### config.mk
export PLATFORM = sky130hd
export DESIGN_NAME = smem_store_arbiter
export DESIGN_NICKNAME = d
export VERILOG_FILES = /design/src/rtl/smem_store_arbiter.sv
export SDC_FILE = /design/constraint.sdc
export NUM_CORES = 2
export LEC_CHECK = 0
export BUFFER_PORTS_ARGS = -buffer_cell sky130_fd_sc_hd__buf_2
export CORE_AREA = 2 2 395 788
export DETAILED_ROUTE_END_ITERATION = 8
export DIE_AREA = 0 0 397 790
export GPL_TIMING_DRIVEN = 0
export SYNTH_ARGS = -nofsm -noshare
export SYNTH_HDL_FRONTEND = slang
export SYNTH_SLANG_ARGS = --single-unit
### constraint.sdc
create_clock -name clk -period 10.19 [get_ports clk]
set_input_delay 0.5095 -clock clk [delete_from_list [all_inputs] [get_ports clk]]
set_output_delay 0.5095 -clock clk [all_outputs]
set_load 0.005 [all_outputs]
### src/rtl/smem_store_arbiter.sv
// Shares one single-port buffer RAM between two buffered write streams (mem, curr) and a downstream reader.
// Each write stream is queued in a small FIFO, and a full FIFO raises stall back to the pipeline.
module smem_store_arbiter #(
    parameter int DEPTH  = 4,
    parameter int PW     = 256,
    parameter int RNW    = 6,
    parameter int AW     = 7,
    parameter int STARVE = 4
) (
    input  logic                 clk,
    input  logic                 rst,
    input  logic                 mem_valid,
    input  logic [PW-1:0]        mem_data,
    input  logic [AW-1:0]        mem_addr,
    input  logic [RNW-1:0]       mem_read,
    input  logic                 curr_valid,
    input  logic [PW-1:0]        curr_data,
    input  logic [AW-1:0]        curr_addr,
    input  logic [RNW-1:0]       curr_read,
    output logic                 stall,
    input  logic                 rd_req,
    input  logic [RNW+AW:0]      rd_addr,
    output logic                 rd_grant,
    output logic                 rd_valid,
    output logic [PW-1:0]        rd_data,
    output logic                 ram_en,
    output logic                 ram_we,
    output logic [RNW+AW:0]      ram_addr,
    output logic [PW-1:0]        ram_wdata,
    input  logic [PW-1:0]        ram_rdata
);
    localparam int RAW  = 1 + RNW + AW;
    localparam int EW   = RAW + PW;
    localparam int PTRW = (DEPTH > 1) ? $clog2(DEPTH) : 1;
    localparam int CW   = PTRW + 1;
    localparam int SW   = $clog2(STARVE + 1);

    logic [1:0]          in_valid;
    logic [1:0][EW-1:0]  in_entry;
    logic [1:0][EW-1:0]  head;
    logic [1:0]          full;
    logic [1:0]          nonempty;
    logic [1:0]          push;
    logic [1:0]          pop;

    logic                rr_ptr_reg;
    logic [SW-1:0]       starve_cnt_reg;
    logic                rd_valid_reg;
    logic [PW-1:0]       rd_hold_reg;

    logic                rd_grant_next;
    logic                wr_grant_next;
    logic                wr_sel_next;
    logic [EW-1:0]       sel_head;

    assign in_valid    = {curr_valid, mem_valid};
    assign in_entry[0] = {1'b0, mem_read, mem_addr, mem_data};
    assign in_entry[1] = {1'b1, curr_read, curr_addr, curr_data};
    assign stall       = |full;

    generate
        for (genvar gi = 0; gi < 2; gi++) begin : g_fifo
            logic [EW-1:0]   store [DEPTH];
            logic [PTRW-1:0] wr_ptr_reg;
            logic [PTRW-1:0] rd_ptr_reg;
            logic [CW-1:0]   cnt_reg;

            assign full[gi]     = (cnt_reg == CW'(DEPTH));
            assign nonempty[gi] = (cnt_reg != '0);
            assign push[gi]     = in_valid[gi] & ~stall;
            assign head[gi]     = store[rd_ptr_reg];

            // Storage carries no reset so it can map onto distributed RAM.
            always_ff @(posedge clk) begin
                if (push[gi])
                    store[wr_ptr_reg] <= in_entry[gi];
            end

            // DEPTH is a power of two, so natural pointer overflow is the modulo wrap.
            always_ff @(posedge clk or negedge rst) begin
                if (!rst) begin
                    wr_ptr_reg <= '0;
                    rd_ptr_reg <= '0;
                    cnt_reg    <= '0;
                end else begin
                    if (push[gi])
                        wr_ptr_reg <= wr_ptr_reg + 1'b1;
                    if (pop[gi])
                        rd_ptr_reg <= rd_ptr_reg + 1'b1;
                    if (push[gi] && !pop[gi])
                        cnt_reg <= cnt_reg + 1'b1;
                    else if (!push[gi] && pop[gi])
                        cnt_reg <= cnt_reg - 1'b1;
                end
            end
        end
    endgenerate

    // Grants are masked by reset so the port is quiet the moment reset is asserted.
    always_comb begin
        rd_grant_next = 1'b0;
        wr_grant_next = 1'b0;
        wr_sel_next   = 1'b0;
        if (rst) begin
            if (stall && (starve_cnt_reg >= SW'(STARVE))) begin
                wr_grant_next = 1'b1;
                wr_sel_next   = (&full) ? rr_ptr_reg : full[1];
            end else if (rd_req) begin
                rd_grant_next = 1'b1;
            end else if (|nonempty) begin
                wr_grant_next = 1'b1;
                wr_sel_next   = (&nonempty) ? rr_ptr_reg : nonempty[1];
            end
        end
    end

    assign pop       = {wr_grant_next & wr_sel_next, wr_grant_next & ~wr_sel_next};
    assign sel_head  = head[wr_sel_next];
    assign rd_grant  = rd_grant_next;
    assign ram_en    = rd_grant_next | wr_grant_next;
    assign ram_we    = wr_grant_next;
    assign ram_addr  = rd_grant_next ? rd_addr : (wr_grant_next ? sel_head[EW-1:PW] : '0);
    assign ram_wdata = wr_grant_next ? sel_head[PW-1:0] : '0;

    always_ff @(posedge clk or negedge rst) begin
        if (!rst) begin
            rr_ptr_reg     <= 1'b0;
            starve_cnt_reg <= '0;
            rd_valid_reg   <= 1'b0;
            rd_hold_reg    <= '0;
        end else begin
            if (wr_grant_next)
                rr_ptr_reg <= ~wr_sel_next;
            if (wr_grant_next || !stall)
                starve_cnt_reg <= '0;
            else if (rd_grant_next && (starve_cnt_reg < SW'(STARVE)))
                starve_cnt_reg <= starve_cnt_reg + 1'b1;
            rd_valid_reg <= rd_grant_next;
            if (rd_valid_reg)
                rd_hold_reg <= ram_rdata;
        end
    end

    // Read data is presented in the rd_valid cycle and held afterwards.
    assign rd_valid = rd_valid_reg;
    assign rd_data  = rd_valid_reg ? ram_rdata : rd_hold_reg;

endmodule

# Word-level counts from Yosys, hierarchy flattened
# Memories as Yosys holds them, arrays and structs flattened.
# Index checks and enable logic that the tools add are counted.
# word_totals
ram_bits	2152
ff_bits	275
out_inout_bits	531
inputBits	813
mem_count	2
wordCells	83
# memory_table
memory	depth	width	rd	rd_clocked_by_memory_dff	wr	line_no	source
g_fifo[0].store	4	269	1	0	1	63	logic [EW-1:0] store [DEPTH];
g_fifo[1].store	4	269	1	0	1	63	
# op_classes
eq_ne	2
order_cmp	3
n_addsub	9
reduce_logical	21
muxes	29
n_bitwise	7
# ops
op	n
$mux W270	2
$mux W256	2
$mux W14	2
$mux W3	6
$mux W1	17
$add A3 B1 Y3 const B	3
$add A2 B1 Y2 const B	4
$eq A3 B3 Y1 const B	2
$logic_and A1 B1 Y1	6
$reduce_bool A2 Y1	3
$reduce_bool A3 Y1	2
$sub A3 B1 Y3 const B	2
$logic_not A1 Y1	5
$and A1 B1 Y1	4
$reduce_and A2 Y1	2
$reduce_or A2 Y1	2
$ge A3 B3 Y1 const B	1
$lt A3 B3 Y1 const B	1
$lt A1 B2 Y1 const B	1
$not A1 Y1	2
$logic_or A1 B1 Y1	1
$or A1 B1 Y1	1

# Longest topological paths before layout
# logic_depth
ltp_word	12
ltp_mapped	13
ltp_nobuf	11

# Worst setup path before layout
# No wires, ideal clock.
# synth_path
path_type	reg2reg
start	reg g_fifo[0].cnt_reg[2]
end	mem g_fifo[0].store[1][0] (netlist name) (enable)
t_required_ns	9.523
setup_ns	0.667
t_arrival_ns	7.263
stages_incl_launch_ff	5
path_slack_ns	2.261
period_less_slack_ns	7.929
path_buffers	1
cell_sequence	dfrtp_1 -> nor3b_1 -> nor2_1 -> clkbuf_1 -> and3_1
# synth_via
elab_chain_len	6
# synth_lines
element	line_no	source
start, declared	66	logic [CW-1:0] cnt_reg;
start signal, assigned	91	cnt_reg <= cnt_reg + 1'b1;
start signal, assigned	93	cnt_reg <= cnt_reg - 1'b1;
$eq A3 B3 Y1	68	assign full[gi] = (cnt_reg == CW'(DEPTH));
$reduce_or A2 Y1	59	assign stall = |full;
$not A1 Y1	70	assign push[gi] = in_valid[gi] & ~stall;
$and A1 B1 Y1	70	
$mux W1	75	if (push[gi])
$mux W1 (implied by the code)	76	store[wr_ptr_reg] <= in_entry[gi];
end, declared	63	
# No other way between the ends.

# Worst setup path in the final report
# layout_path
start	reg g_fifo[0].rd_ptr_reg[1]
end	out ram_wdata[96]
# layout_via
elab_chain_len	4
# layout_lines
element	line_no	source
start, declared	65	logic [PTRW-1:0] rd_ptr_reg;
start signal, assigned	89	rd_ptr_reg <= rd_ptr_reg + 1'b1;
$mem_v2 Z4 W269	--	
$mux W270 (implied by the code) (2 in series)	118	assign sel_head = head[wr_sel_next];
$mux W256	123	assign ram_wdata = wr_grant_next ? sel_head[PW-1:0] : '0;
end, declared	29	output logic [PW-1:0] ram_wdata,
# No other way between the ends. The select of a mux whose other input is x is not followed.

==> impl_metrics.csv <==
group,metric,value,unit
worst_setup_path,critPathLaunchType,"flop",
worst_setup_path,critPathCaptureType,"primary output",
sta,final_min_period_over_clock_period,52.2,%
global_routing,grt_max_degree,110,
place,placedCellCount,9814,
cts,root_buffer,"sky130_fd_sc_hd__clkbuf_16",
die,die_width,397,um
layout,num-nets-final,7591,
route,remaining_drc_errors,0,
yosys,mappedNetlistNets,5180,
layout,drive_above_1_share,38.5,%
global_routing,overflow,0,
yosys,synth_top_area_share,70.4,%
pwr,power.leakage,43.7,nW
sta,fin_hold_ws,0.0761,ns
yosys,flip_flop_and_latch_count_after_synthesis,2427,
global_routing,antenna_found_initial,126,
route,post_drt_wl_per_cell,31.2,um
worst_setup_path,crit_type,"reg -> out",
place,detailedPlacementHpwl,260000,um
pwr,power.ir.vdd_worst,0.000216,V
route,via_count,53400,
sta,drv_slew,0,
yosys,synth-seq-area-share,77.9,%
worst_setup_path,critical_path.max_fanout,10,
sta,period_minus_slack,5.32,ns
route,antenna_left,0,
worst_setup_path,critical_path.slowest_cell,"sky130_fd_sc_hd__clkbuf_1",
die,coreArea,307000,um^2
layout,area_growth,31.3,%
worst_setup_path,worst-endpoint-required,9.68,ns
yosys,syn-instance-count,4354,
cts,cts_htree_levels,4,
layout,stdcell_count,11100,
yosys,dominantRegCellSynth,"sky130_fd_sc_hd__edfxtp_1",
place,gp_congestion,0.873,
sta,worst_slew_pin_slew,1.48,ns
layout,largest_register_ff_count,2152,
sta,fmax,188,MHz
die,floorplan.initialDensity,29.9,%
die,placementRows,288,
global_routing,grt_pass1_wl,467000,um
cts,post_cts_resized,0,
sta,report.final.hold_viol_count,0,
yosys,biggest_area_contributors_in_the_synthesized_netlist,"sky130_fd_sc_hd__edfxtp_1 70%, sky130_fd_sc_hd__mux4_2 13%, sky130_fd_sc_hd__dfrtp_1 7.5%",
cts,clock_latency_on_the_worst_skew_pair,0.91,ns
die,die_area,314000,um^2
die,die_h,790,um
global_routing,first_global_vias,57200,
cts,clk_pin_slew_worst_paths,0.07,ns
layout,mostFrequentLayoutCells,"2152 x sky130_fd_sc_hd__edfxtp_1, 1442 x sky130_fd_sc_hd__buf_2, 792 x sky130_fd_sc_hd__dlygate4sd3_1",
cts,cts_tree,"yes",
yosys,postSynthAreaPerCell,21.1,um^2
layout,mostFrequentLayoutCell,"sky130_fd_sc_hd__edfxtp_1",
global_routing,grt_use_total,21.6,%
route,detailedRoute.firstIterationViolations,4012,
place,port-buffer-count,1343,
cts,cts_buffers,217,
status,status,"completed",
yosys,synth-warning-count,0,
sta,setup_repair_after_global_routing_missed_its_margin,"no",
cts,post_cts.repair.setup_buffers,0,
pwr,power.density,256,nW/um^2
cts,cts_sinks,2427,
die,ioPinCount,1344,
hold_path,worstHoldPathType,"in -> reg",
sta,setup-tns-final,0,ns
job,maxCapViolations,0,
cts,ctsHoldBuffers,792,
route,route.detailed.vias_per_inst,4.81,
route,firstDrtPassIters,6,
yosys,synth.lib_cells_used.distinct,33,
cts,cts.path.max_buffers,4,
sta,final_setup_viols,0,
yosys,synth-async-reset-ratio,11.3,%
yosys,synth_edf_count,2152,
layout,filler_cell_count,27800,
yosys,syn-cell-area,91800,um^2
worst_setup_path,worst_path_largest_cell_delay,0.98,ns
worst_setup_path,crit_chain,"clkbuf_1 > buf_2 > clkbuf_1 > mux4_2 > nand3_1 > nand2_1 > buf_2",
route,drt-total-wl,347000,um
sta,timing.max_slew.rel_slack,1.18,%
yosys,synth_top_cell_by_area,"sky130_fd_sc_hd__edfxtp_1",
sta,worst_clock_skew,0.0615,ns
worst_setup_path,timing.critical_path.arrival,4.81,ns
per-stage QoR:
stage | area [um^2] | util, % | total power [mW] | worst slack (ns)
3_5_place_dp | 105000 | 34.2 | 22.4 | 5.79
6_report | 121000 | 39.2 | 30.9 | 4.87
3_3_place_gp | 104000 | 33.7 | 23.0 | -5.01
4_1_cts | 120000 | 39.2 | 31.2 | 4.80
5_1_grt | 120000 | 39.2 | 32.0 | 4.80
2_1_floorplan | 91800 | - | 18.9 | 2.26
metal layers:
| metal | routed length (um) | GRT usage (%) | up-vias |
|---|---|---|---|
| met5 | 489 | 0 | - |
| met3 | 35700 | 7.99 | 681 |
| met1 | 111000 | 21.5 | 27700 |
| met2 | 168000 | 36.5 | 2461 |
| li1 | - | - | 22500 |
| met4 | 31300 | 16.2 | 72 |
final timing paths:
kind                                    startpoint                endpoint  slack (ns)  cells past startpoint
max                        g_fifo[0].rd_ptr_reg[1]           ram_wdata[96]        4.87                      7
min reg2reg                         rd_hold_reg[6]          rd_hold_reg[6]        0.49                      1
max in group asynchronous                      rst         rd_hold_reg[37]        8.62                      4
max reg2reg                   g_fifo[0].cnt_reg[2]  g_fifo[1].store[0][27]        6.52                      7
min in group asynchronous                      rst                rd_valid        0.13                      2
min                                  ram_rdata[43]         rd_hold_reg[43]        0.08                      2
power breakdown:
group	leakage (nW)	switching (mW)	total [mW]	internal [mW]
combinational	17.2	5.32	9.06	3.75
sequential	22.9	0.392	13.3	12.9
clock	3.52	3.73	8.52	4.78
cells by family after synthesis:
| group | count (synthesis) | synth area share [%] |
|---|---|---|
| fa+ha+maj | 13 | 0.193 |
| buf+inv | 253 | 1.46 |
| mux | 797 | 16.4 |
| xor+xnor | 13 | 0.124 |
| flops | 2427 | 77.9 |
| compound gates | 23 | 0.183 |
| simple gates | 828 | 3.81 |
worst max-delay path, delay by kind of cell (launching register included):
kind	cells	cell delay, ns
flops	1	0.34
simple gates	2	0.42
mux	1	0.42
buf+inv	4	2.72
cell type report:
cell class / count / area [um^2] / share of cell area (%)
Inverter: 12 / 45.0 / 0.0373
Clock buffer: 258 / 5640 / 4.68
Clock inverter: 136 / 1620 / 1.34
Buffer: 241 / 1300 / 1.08
Tap cell: 4060 / 5080 / 4.21
Sequential cell: 2427 / 71500 / 59.3
Antenna cell: 93 / 233 / 0.193
Multi-Input combinational cell: 1674 / 19000 / 15.8
Timing Repair Buffer: 2192 / 16200 / 13.4
synth_stat cells (all sizes together) (2+ instances only):
cell type and n:
edfxtp 2152, mux4 538, nand2 533, dfrtp 275
nand3 272, mux2 258, buf 146, clkbuf 95
a22oi 13, inv 12, ha 11, and3 9
xnor2 9, nor2 5, nor3 4, xor2 4
o21a 3, o21ai 3, fa 2, nor3b 2
Note: power is estimated with default switching activity, not from simulation.
